$ cat src/rtl/mult_pkg.sv
// Shared constants and FSM state type for the sequential wide multiplier
// and its 26x17 DSP multiplier stage.
package mult_pkg;

  localparam int LIMB_A_W = 26;
  localparam int LIMB_B_W = 17;
  localparam int PROD_W   = 43;

  typedef enum logic [1:0] {
    IDLE,
    RUN,
    DRAIN
  } state_e;

endpackage

$ cat src/rtl/wide_mult_seq_if.sv
// Operand/result bundle for wide_mult_seq: the requester drives start and the
// operands, the multiplier returns busy, done and the product register.
interface wide_mult_seq_if
  import mult_pkg::*;
#(
  parameter int NA = 4,
  parameter int NB = 6
) ();

  localparam int A_W = NA * LIMB_A_W;
  localparam int B_W = NB * LIMB_B_W;
  localparam int P_W = A_W + B_W;

  logic           start;
  logic [A_W-1:0] a;
  logic [B_W-1:0] b;
  logic           busy;
  logic           done;
  logic [P_W-1:0] p;

  modport master (output start, a, b, input busy, done, p);
  modport slave  (input start, a, b, output busy, done, p);

endinterface

$ cat src/rtl/mult_26x17.sv
// Unsigned 26x17 multiplier with a registered product, matching a single DSP
// slice with its output register enabled.
module mult_26x17
  import mult_pkg::*;
(
  input  logic                clk,
  input  logic                rst_n,
  input  logic [LIMB_A_W-1:0] x,
  input  logic [LIMB_B_W-1:0] y,
  output logic [PROD_W-1:0]   prod
);

  logic [PROD_W-1:0] prod_d;
  logic [PROD_W-1:0] prod_q;

  always_comb begin
    prod_d = {{(PROD_W-LIMB_A_W){1'b0}}, x} * {{(PROD_W-LIMB_B_W){1'b0}}, y};
  end

  always_ff @(posedge clk) begin
    if (!rst_n) begin
      prod_q <= '0;
    end else begin
      prod_q <= prod_d;
    end
  end

  assign prod = prod_q;

endmodule

$ cat src/rtl/wide_mult_seq.sv
// Sequential (NA*26)x(NB*17) unsigned multiplier: one limb pair per cycle
// through a single mult_26x17, shifted partial products summed into p.
module wide_mult_seq
  import mult_pkg::*;
#(
  parameter int NA = 4,
  parameter int NB = 6
) (
  input  logic            clk,
  input  logic            rst_n,
  wide_mult_seq_if.slave  bus
);

  localparam int A_W  = NA * LIMB_A_W;
  localparam int B_W  = NB * LIMB_B_W;
  localparam int P_W  = A_W + B_W;
  localparam int SH_W = $clog2(P_W);
  localparam int IW   = (NA > 1) ? $clog2(NA) : 1;
  localparam int JW   = (NB > 1) ? $clog2(NB) : 1;

  state_e              state_q, state_d;
  logic                drain_q, drain_d;
  logic [IW-1:0]       i_q, i_d;
  logic [JW-1:0]       j_q, j_d;
  logic [A_W-1:0]      a_q, a_d;
  logic [B_W-1:0]      b_q, b_d;
  logic                s1_valid_q, s1_valid_d;
  logic [LIMB_A_W-1:0] s1_x_q, s1_x_d;
  logic [LIMB_B_W-1:0] s1_y_q, s1_y_d;
  logic [SH_W-1:0]     s1_shift_q, s1_shift_d;
  logic                s2_valid_q, s2_valid_d;
  logic [SH_W-1:0]     s2_shift_q, s2_shift_d;
  logic [P_W-1:0]      acc_q, acc_d;
  logic                busy_q, busy_d;
  logic                done_q, done_d;
  logic [PROD_W-1:0]   prod;

  mult_26x17 u_mult (
    .clk   (clk),
    .rst_n (rst_n),
    .x     (s1_x_q),
    .y     (s1_y_q),
    .prod  (prod)
  );

  // Issue order is B limb outer, A limb inner; the accumulator clear on accept
  // wins over the add because the pipeline is always empty in IDLE.
  always_comb begin
    state_d    = state_q;
    drain_d    = drain_q;
    i_d        = i_q;
    j_d        = j_q;
    a_d        = a_q;
    b_d        = b_q;
    s1_valid_d = 1'b0;
    s1_x_d     = a_q[int'(i_q)*LIMB_A_W +: LIMB_A_W];
    s1_y_d     = b_q[int'(j_q)*LIMB_B_W +: LIMB_B_W];
    s1_shift_d = SH_W'(int'(i_q)*LIMB_A_W + int'(j_q)*LIMB_B_W);
    s2_valid_d = s1_valid_q;
    s2_shift_d = s1_shift_q;
    acc_d      = acc_q;
    done_d     = 1'b0;

    if (s2_valid_q) begin
      acc_d = acc_q + (P_W'(prod) << s2_shift_q);
    end

    unique case (state_q)
      IDLE: begin
        if (bus.start) begin
          a_d     = bus.a;
          b_d     = bus.b;
          acc_d   = '0;
          i_d     = '0;
          j_d     = '0;
          state_d = RUN;
        end
      end
      RUN: begin
        s1_valid_d = 1'b1;
        if (i_q == IW'(NA-1)) begin
          i_d = '0;
          if (j_q == JW'(NB-1)) begin
            j_d     = '0;
            drain_d = 1'b0;
            state_d = DRAIN;
          end else begin
            j_d = j_q + 1'b1;
          end
        end else begin
          i_d = i_q + 1'b1;
        end
      end
      DRAIN: begin
        if (drain_q) begin
          state_d = IDLE;
          done_d  = 1'b1;
        end else begin
          drain_d = 1'b1;
        end
      end
      default: begin
        state_d = IDLE;
      end
    endcase

    busy_d = (state_d != IDLE);
  end

  always_ff @(posedge clk) begin
    if (!rst_n) begin
      state_q    <= IDLE;
      drain_q    <= 1'b0;
      i_q        <= '0;
      j_q        <= '0;
      a_q        <= '0;
      b_q        <= '0;
      s1_valid_q <= 1'b0;
      s1_x_q     <= '0;
      s1_y_q     <= '0;
      s1_shift_q <= '0;
      s2_valid_q <= 1'b0;
      s2_shift_q <= '0;
      acc_q      <= '0;
      busy_q     <= 1'b0;
      done_q     <= 1'b0;
    end else begin
      state_q    <= state_d;
      drain_q    <= drain_d;
      i_q        <= i_d;
      j_q        <= j_d;
      a_q        <= a_d;
      b_q        <= b_d;
      s1_valid_q <= s1_valid_d;
      s1_x_q     <= s1_x_d;
      s1_y_q     <= s1_y_d;
      s1_shift_q <= s1_shift_d;
      s2_valid_q <= s2_valid_d;
      s2_shift_q <= s2_shift_d;
      acc_q      <= acc_d;
      busy_q     <= busy_d;
      done_q     <= done_d;
    end
  end

  assign bus.busy = busy_q;
  assign bus.done = done_q;
  assign bus.p    = acc_q;

endmodule

$ cat src/flat_wrapper.sv
// flat-port wrapper written by rule: the top's interface ports become plain ports
module wide_mult_seq_flat import mult_pkg::*;
#(
  parameter int NA = 4,
  parameter int NB = 6
)
  (clk, rst_n, bus_start, bus_a, bus_b, bus_busy, bus_done, bus_p);
  wide_mult_seq_if #(.NA(NA), .NB(NB)) bus_i ();
  input  logic clk;
  input  logic rst_n;
  input wire logic [$bits(bus_i.start)-1:0] bus_start;
  input wire logic [$bits(bus_i.a)-1:0] bus_a;
  input wire logic [$bits(bus_i.b)-1:0] bus_b;
  output wire logic [$bits(bus_i.busy)-1:0] bus_busy;
  output wire logic [$bits(bus_i.done)-1:0] bus_done;
  output wire logic [$bits(bus_i.p)-1:0] bus_p;
  assign bus_i.start = bus_start;
  assign bus_i.a = bus_a;
  assign bus_i.b = bus_b;
  assign bus_busy = bus_i.busy;
  assign bus_done = bus_i.done;
  assign bus_p = bus_i.p;
  wide_mult_seq #(.NA(NA), .NB(NB)) u_core (.clk(clk), .rst_n(rst_n), .bus(bus_i));
endmodule
$ cat config.mk
export PLATFORM = sky130hd
export DESIGN_NAME = wide_mult_seq_flat
export DESIGN_NICKNAME = d
export VERILOG_FILES = /design/src/rtl/mult_pkg.sv /design/src/rtl/wide_mult_seq_if.sv /design/src/rtl/mult_26x17.sv /design/src/rtl/wide_mult_seq.sv /design/src/flat_wrapper.sv
export SDC_FILE = /design/constraint.sdc
export NUM_CORES = 2
export LEC_CHECK = 0
export BUFFER_PORTS_ARGS = -buffer_cell sky130_fd_sc_hd__buf_4
export CAP_MARGIN = 20
export CORE_ASPECT_RATIO = 0.7
export CORE_MARGIN = 10
export CORE_UTILIZATION = 55
export CTS_CLUSTER_SIZE = 16
export DETAILED_ROUTE_END_ITERATION = 10
export HOLD_SLACK_MARGIN = 0.12
export PLACE_DENSITY = 0.8
export REMOVE_ABC_BUFFERS = 1
export SETUP_SLACK_MARGIN = 0.15
export SLEW_MARGIN = 15
export SYNTH_ARGS = -nofsm -noshare
export SYNTH_HDL_FRONTEND = slang
export SYNTH_SLANG_ARGS = --single-unit
$ cat constraint.sdc
create_clock -name clk -period 7.4 [get_ports clk]
set_clock_uncertainty 0.05 [all_clocks]
set_input_delay 1.48 -clock clk [delete_from_list [all_inputs] [get_ports clk]]
set_output_delay 1.48 -clock clk [all_outputs]
set_load 0.02 [all_outputs]
[Yosys cells after proc, flatten, opt, wreduce, memory -nomap -nowiden]
Cells that the tools add are included.
Storage, ports and cells
  register bits: 526
  output and inout port bits: 208
  bits of input ports: 209
Operators by class
  equal/unequal tests: 7
  mux-type cells: 20
  reductions and logical operators: 9
  shift-type cells: 3
  add/subtract/negate cells: 4
  multiply operators: 3
Operators with widths (number)
  $mux W206: 3
  $add A206 B206 Y206: 1
  $shl A43 B8 Y206: 1
  $shiftx A104 B32 Y26: 1
  $shiftx A102 B32 Y17: 1
  $mul A26 B17 Y43: 1
  $mux W2: 6
  $mux W3: 3
  $add A8 B8 Y8: 1
  $mul A3 B5 Y8 const B: 1
  $mul A2 B4 Y6 const B: 1
  $pmux W2 S3: 1
  $pmux W3 S2: 1
  $reduce_and A2 Y1: 3
  $reduce_and A3 Y1: 2
  $reduce_bool A2 Y1: 3
  $eq A2 B2 Y1 const B: 2
  $mux W1: 4
  $ne A2 B1 Y1 const B: 2
  $pmux W2 S2: 1
  $add A3 B1 Y3 const B: 1
  $eq A3 B3 Y1 const B: 1
  $add A2 B1 Y2 const B: 1
  $eq A2 B1 Y1 const B: 1
  other kinds (3): 3

[Longest topological paths before layout]
  depth in word-level cells: 5
  depth in mapped cells: 32
  mapped depth without buffers: 28

[Modules after synthesis]
Synthesis repeated with hierarchy kept, for this count alone.
Unflattened totals
  cells, all modules: 6735
  area total of the unflattened synthesis: 52419.0 um^2
By module, submodules not included
  wide_mult_seq: instances 1, cells each 4936, area each 36905.4 um^2, seq. area each 9669.3 um^2
  mult_26x17: instances 1, cells each 1799, area each 15513.6 um^2, seq. area each 860.8 um^2

[Worst setup path before layout]
Ideal clock, no wire load.
  path type: flip-flop to flip-flop
  start point: register u_core.s2_shift_q[0]
  end point: register u_core.acc_q[202] (netlist: u_core.bus.p[202])
  arrival time: 6.664 ns
  required time: 7.288 ns
  setup time: 0.062 ns
  period minus slack after synthesis: 6.776 ns
  cell stages (with the launch flop): 29
  setup slack: 0.624 ns
  cell sequence: dfxtp_1 buf_2 buf_2 buf_1 buf_1 mux4_2 mux2_2 o21ai_0 nor2_1 a31oi_1 nor2_1 nor2_1 o22ai_1 and2_1 ha_1 buf_2 nand4_1 or2_1 or4_1 or3_1 o221ai_2 nor2_2 o211ai_4 a31oi_2 o41a_1 o21ai_2 a32oi_1 or3_1 nand3_1
On the way
  word-level cells in the longest chain between the ends: 5
RTL lines
  start: declaration: line wide_mult_seq.sv:32  | logic [SH_W-1:0] s2_shift_q, s2_shift_d;
  start signal: assignment: line wide_mult_seq.sv:139  | s2_shift_q <= s2_shift_d;
  $shl A43 B8 Y206 *: line wide_mult_seq.sv:65  | acc_d = acc_q + (P_W'(prod) << s2_shift_q);
  $add A206 B206 Y206 *: line wide_mult_seq.sv:65
  $mux W206 *: line wide_mult_seq.sv:64  | if (s2_valid_q) begin
  $mux W206: line wide_mult_seq.sv:70  | if (bus.start) begin
  $mux W206 *: line wide_mult_seq.sv:68  | unique case (state_q)
  end signal: assignment: line wide_mult_seq.sv:124  | acc_q <= '0;
  end signal: assignment: line wide_mult_seq.sv:140  | acc_q <= acc_d;
  end: declaration: line wide_mult_seq.sv:33  | logic [P_W-1:0] acc_q, acc_d;
Every way passes the cells marked *; elsewhere a longest branch is shown, timed or not.
A chain may end at the register's enable or synchronous reset.

[Worst setup path in the final report]
Same ends and word-level chain as after synthesis.

==> flow_summary.toml <==
[logic_synthesis]
yosysUniqueCellTypes = 87
avgSynthCellArea_sq_um = 7.703
ys_warn_count = 0
yosysSeqAreaShare_pct = 20.58
synthFlopType = "dfxtp_1"
async_flop_share_pct = 0
synthCells = 6643
syn_area_sq_mm = 0.05117
ys_ff_latch = 526
synth_edf_count = 0

[grt]
first_global_vias = 49290
grt-ovfl-total = 0
antenna_found_initial = 16
grt_max_degree = 160
grt_pass1_wl_mm = 304.5
grt_usage_pct = 37.18

[critical_path]
crit_path_max_incr_delay_ns = 0.57
crit_path_start_kind = "register"
crit_arrival_ns = 7.74
required_ns = 7.98
critPathKind = "register to register"
worst_setup_path_end_kind = "register"
slowest_stage = "or4_1"
reg2reg_slack_ns = 0.25
critical_path.max_fanout = 51

[timing]
setup_viol = 0
period_share_pct = 96.67
maxSlewHeadroom_pct = 16.45
fmax_mhz = 139.8
drv_slew = 0
tightest_slew_ns = 1.240
rsz0062_at_grt = "false"
hold_viol_final = 0
fin_ws_ns = 0.2465
finalCriticalPeriod_ns = 7.154

[clock_tree]
cts.clk_slew.worst_paths_ns = 0.07
clock_latency_ns = 0.68
clockBufferDepth = 3
cts_tree = "done"
clock_sinks = 526
root_buffer = "clkbuf_16"
htreeDepth = 2
cts_buffers = 57

[floorplan]
core_sq_mm = 0.09216
die_h_um = 275.2
std_cell_rows = 93
dieArea_sq_mm = 0.1058
initial_core_util_pct = 55.52
ios = 417
die-width_um = 384.6

[cells_and_area]
final-instance-count-excl-fill = 8488
fin_area_sq_mm = 0.06018
final_util_pct = 65.30
drive_gt1_share_pct = 15.97
nNetsFinal = 8100
area_delta_synth_final_pct = 17.62

[route]
routedWlPerCell_um = 24.00
drc = 0
drtIter0Drc = 6664
first_pass_iters = 8
num_vias = 52100
via_per_inst = 6.138
drt-total-wl_mm = 203.7
ant_nets = 0

[pwr]
total_power_uw = 6928
power.density_mw_per_mm2 = 115.1
p_leak_uw = 0.02680
max-vdd-ir-drop_mv = 0.1867

[min_path]
holdCritPathClass = "register to register"

[placement]
placed_area_sq_mm = 0.05801
place_congestion = 1.081
dp_cells = 8368
dp_worst_setup_slack_ns = 0.1825
dp_hpwl_mm = 166.4
io_buffers = 416

[outcome]
status = "finished, final reports clean"

[run]
drv_cap = 0
## area by class of cell
type	instances	area, sq um
multi-input combinational	5176	37120
fill	7991	31970
sequential	526	10560
timing repair buffer	893	6888
inverter	543	2046
clock buffer	72	1554
tap	1235	1545
clock inverter	35	446.7
antenna	8	20.02
## flip-flops by register name, summed over array words and instances (netlist names), 2 cells and up
register and count:
u_core.bus.p 206, u_core.a_q 104, u_core.b_q 102, u_core.u_mult.prod 43, u_core.s1_x_q 26, u_core.s1_y_q 17, u_core.s1_shift_q 8, u_core.s2_shift_q 8
u_core.j_q 3, u_core.i_q 2, u_core.state_q 2
## cells by family (layout without fill, tap and decap cells)
| group | after synthesis | count (layout) | share of synthesized area [%] |
|---|---|---|---|
| simple gates | 2406 | 2406 | 20.83 |
| compound gates | 1575 | 1575 | 18.25 |
| buf+inv | 941 | 1543 | 7.010 |
| fa+ha+maj | 694 | 694 | 22.27 |
| flops | 526 | 526 | 20.58 |
| mux | 264 | 264 | 7.003 |
| xor+xnor | 237 | 237 | 4.057 |
| other cells | 0 | 8 | 0 |
## power by group
part | internal, uW | total [uW] | leakage (uW) | switching (uW)
combinational | 319 | 802 | 0.0216 | 484
sequential | 2920 | 3000 | 0.00428 | 81.8
clock | 1750 | 3130 | 0.000959 | 1380
total | 4980 | 6930 | 0.0268 | 1940
## synthesized netlist by cell type, types with 21 or more instances
library cell / n / area, sq um
o22ai_1: 84 / 525.5
nor2_1: 601 / 2256
and2_1: 260 / 1627
mux2i_1: 169 / 1692
or3_1: 21 / 131.4
a211oi_1: 24 / 180.2
nand2b_1: 27 / 168.9
xnor2_1: 149 / 1305
inv_1: 539 / 2023
a21boi_0: 22 / 165.2
clkbuf_1: 331 / 1242
buf_1: 33 / 123.9
mux2_2: 22 / 247.7
buf_2: 28 / 140.1
a21oi_1: 664 / 3323
ha_1: 333 / 4167
o21a_1: 37 / 277.8
o211ai_1: 21 / 157.7
nand4_1: 127 / 794.5
nand3_1: 47 / 235.2
xor2_1: 88 / 770.7
a31oi_1: 29 / 181.4
dfxtp_1: 526 / 10530
fa_1: 361 / 7227
nor3_1: 56 / 280.3
o21ai_0: 348 / 1742
nor2b_1: 35 / 219.0
o21bai_1: 82 / 615.6
nand2_1: 1139 / 4275
mux4_2: 73 / 1644
nor4_1: 21 / 131.4
a21o_1: 123 / 923.4
## worst paths after layout
kind	end	cells past startpoint	from
hold / removal	u_core.s2_valid_q	1	u_core.s1_valid_q
setup reg to reg	u_core.bus.p[202]	26	u_core.s2_shift_q[0]
hold reg to reg	u_core.s2_valid_q	1	u_core.s1_valid_q
setup / recovery	u_core.bus.p[202]	26	u_core.s2_shift_q[0]
## cell usage in the layout (no fill, tap or decap), types with 37 or more instances in the layout
master / count
a21o_1: 123
a21oi_1: 663
and2_1: 260
buf_4: 879
clkbuf_16: 58
dfxtp_1: 507
fa_1: 361
ha_1: 333
inv_1: 537
mux2i_1: 169
mux4_2: 73
nand2_1: 1137
nand3_1: 47
nand4_1: 127
nor2_1: 598
nor3_1: 56
o21a_1: 37
o21ai_0: 340
o21bai_1: 82
o22ai_1: 84
xnor2_1: 149
xor2_1: 88
## critical path, delay by kind of cell (launching register included)
family / cells / cell delay (ns)
flops: 1 / 0.36
fa+ha+maj: 1 / 0.39
mux: 3 / 1.10
buf+inv: 3 / 0.62
compound gates: 9 / 2.02
simple gates: 10 / 2.55
## metal layers
layer	global-route usage (%)	vias to the layer above	share of wire (%)
met2	50.72	3093	39
met1	53.21	25060	42
li1	-	23550	-
met5	0	-	0.055
met3	15.48	387	16
met4	9.896	16	3.1
## timing repair
action                                  in CTS  in global routing
hold buffers                                 0                  0
hold endpoints to repair                     0                  0
gates resized for setup                      0                 31
buffers inserted                             0                  2
endpoints found under the setup margin       0                 21
## through the flow
step / hold WS [ns] / setup TNS [ns]
2_1_floorplan: 0.3618 / -402.05
3_3_place_gp: 0.3666 / 0
3_5_place_dp: 0.3715 / 0
4_1_cts: 0.3880 / 0
5_1_grt: 0.4045 / 0
6_report: 0.3837 / 0
Note: power is estimated with default switching activity, not from simulation.
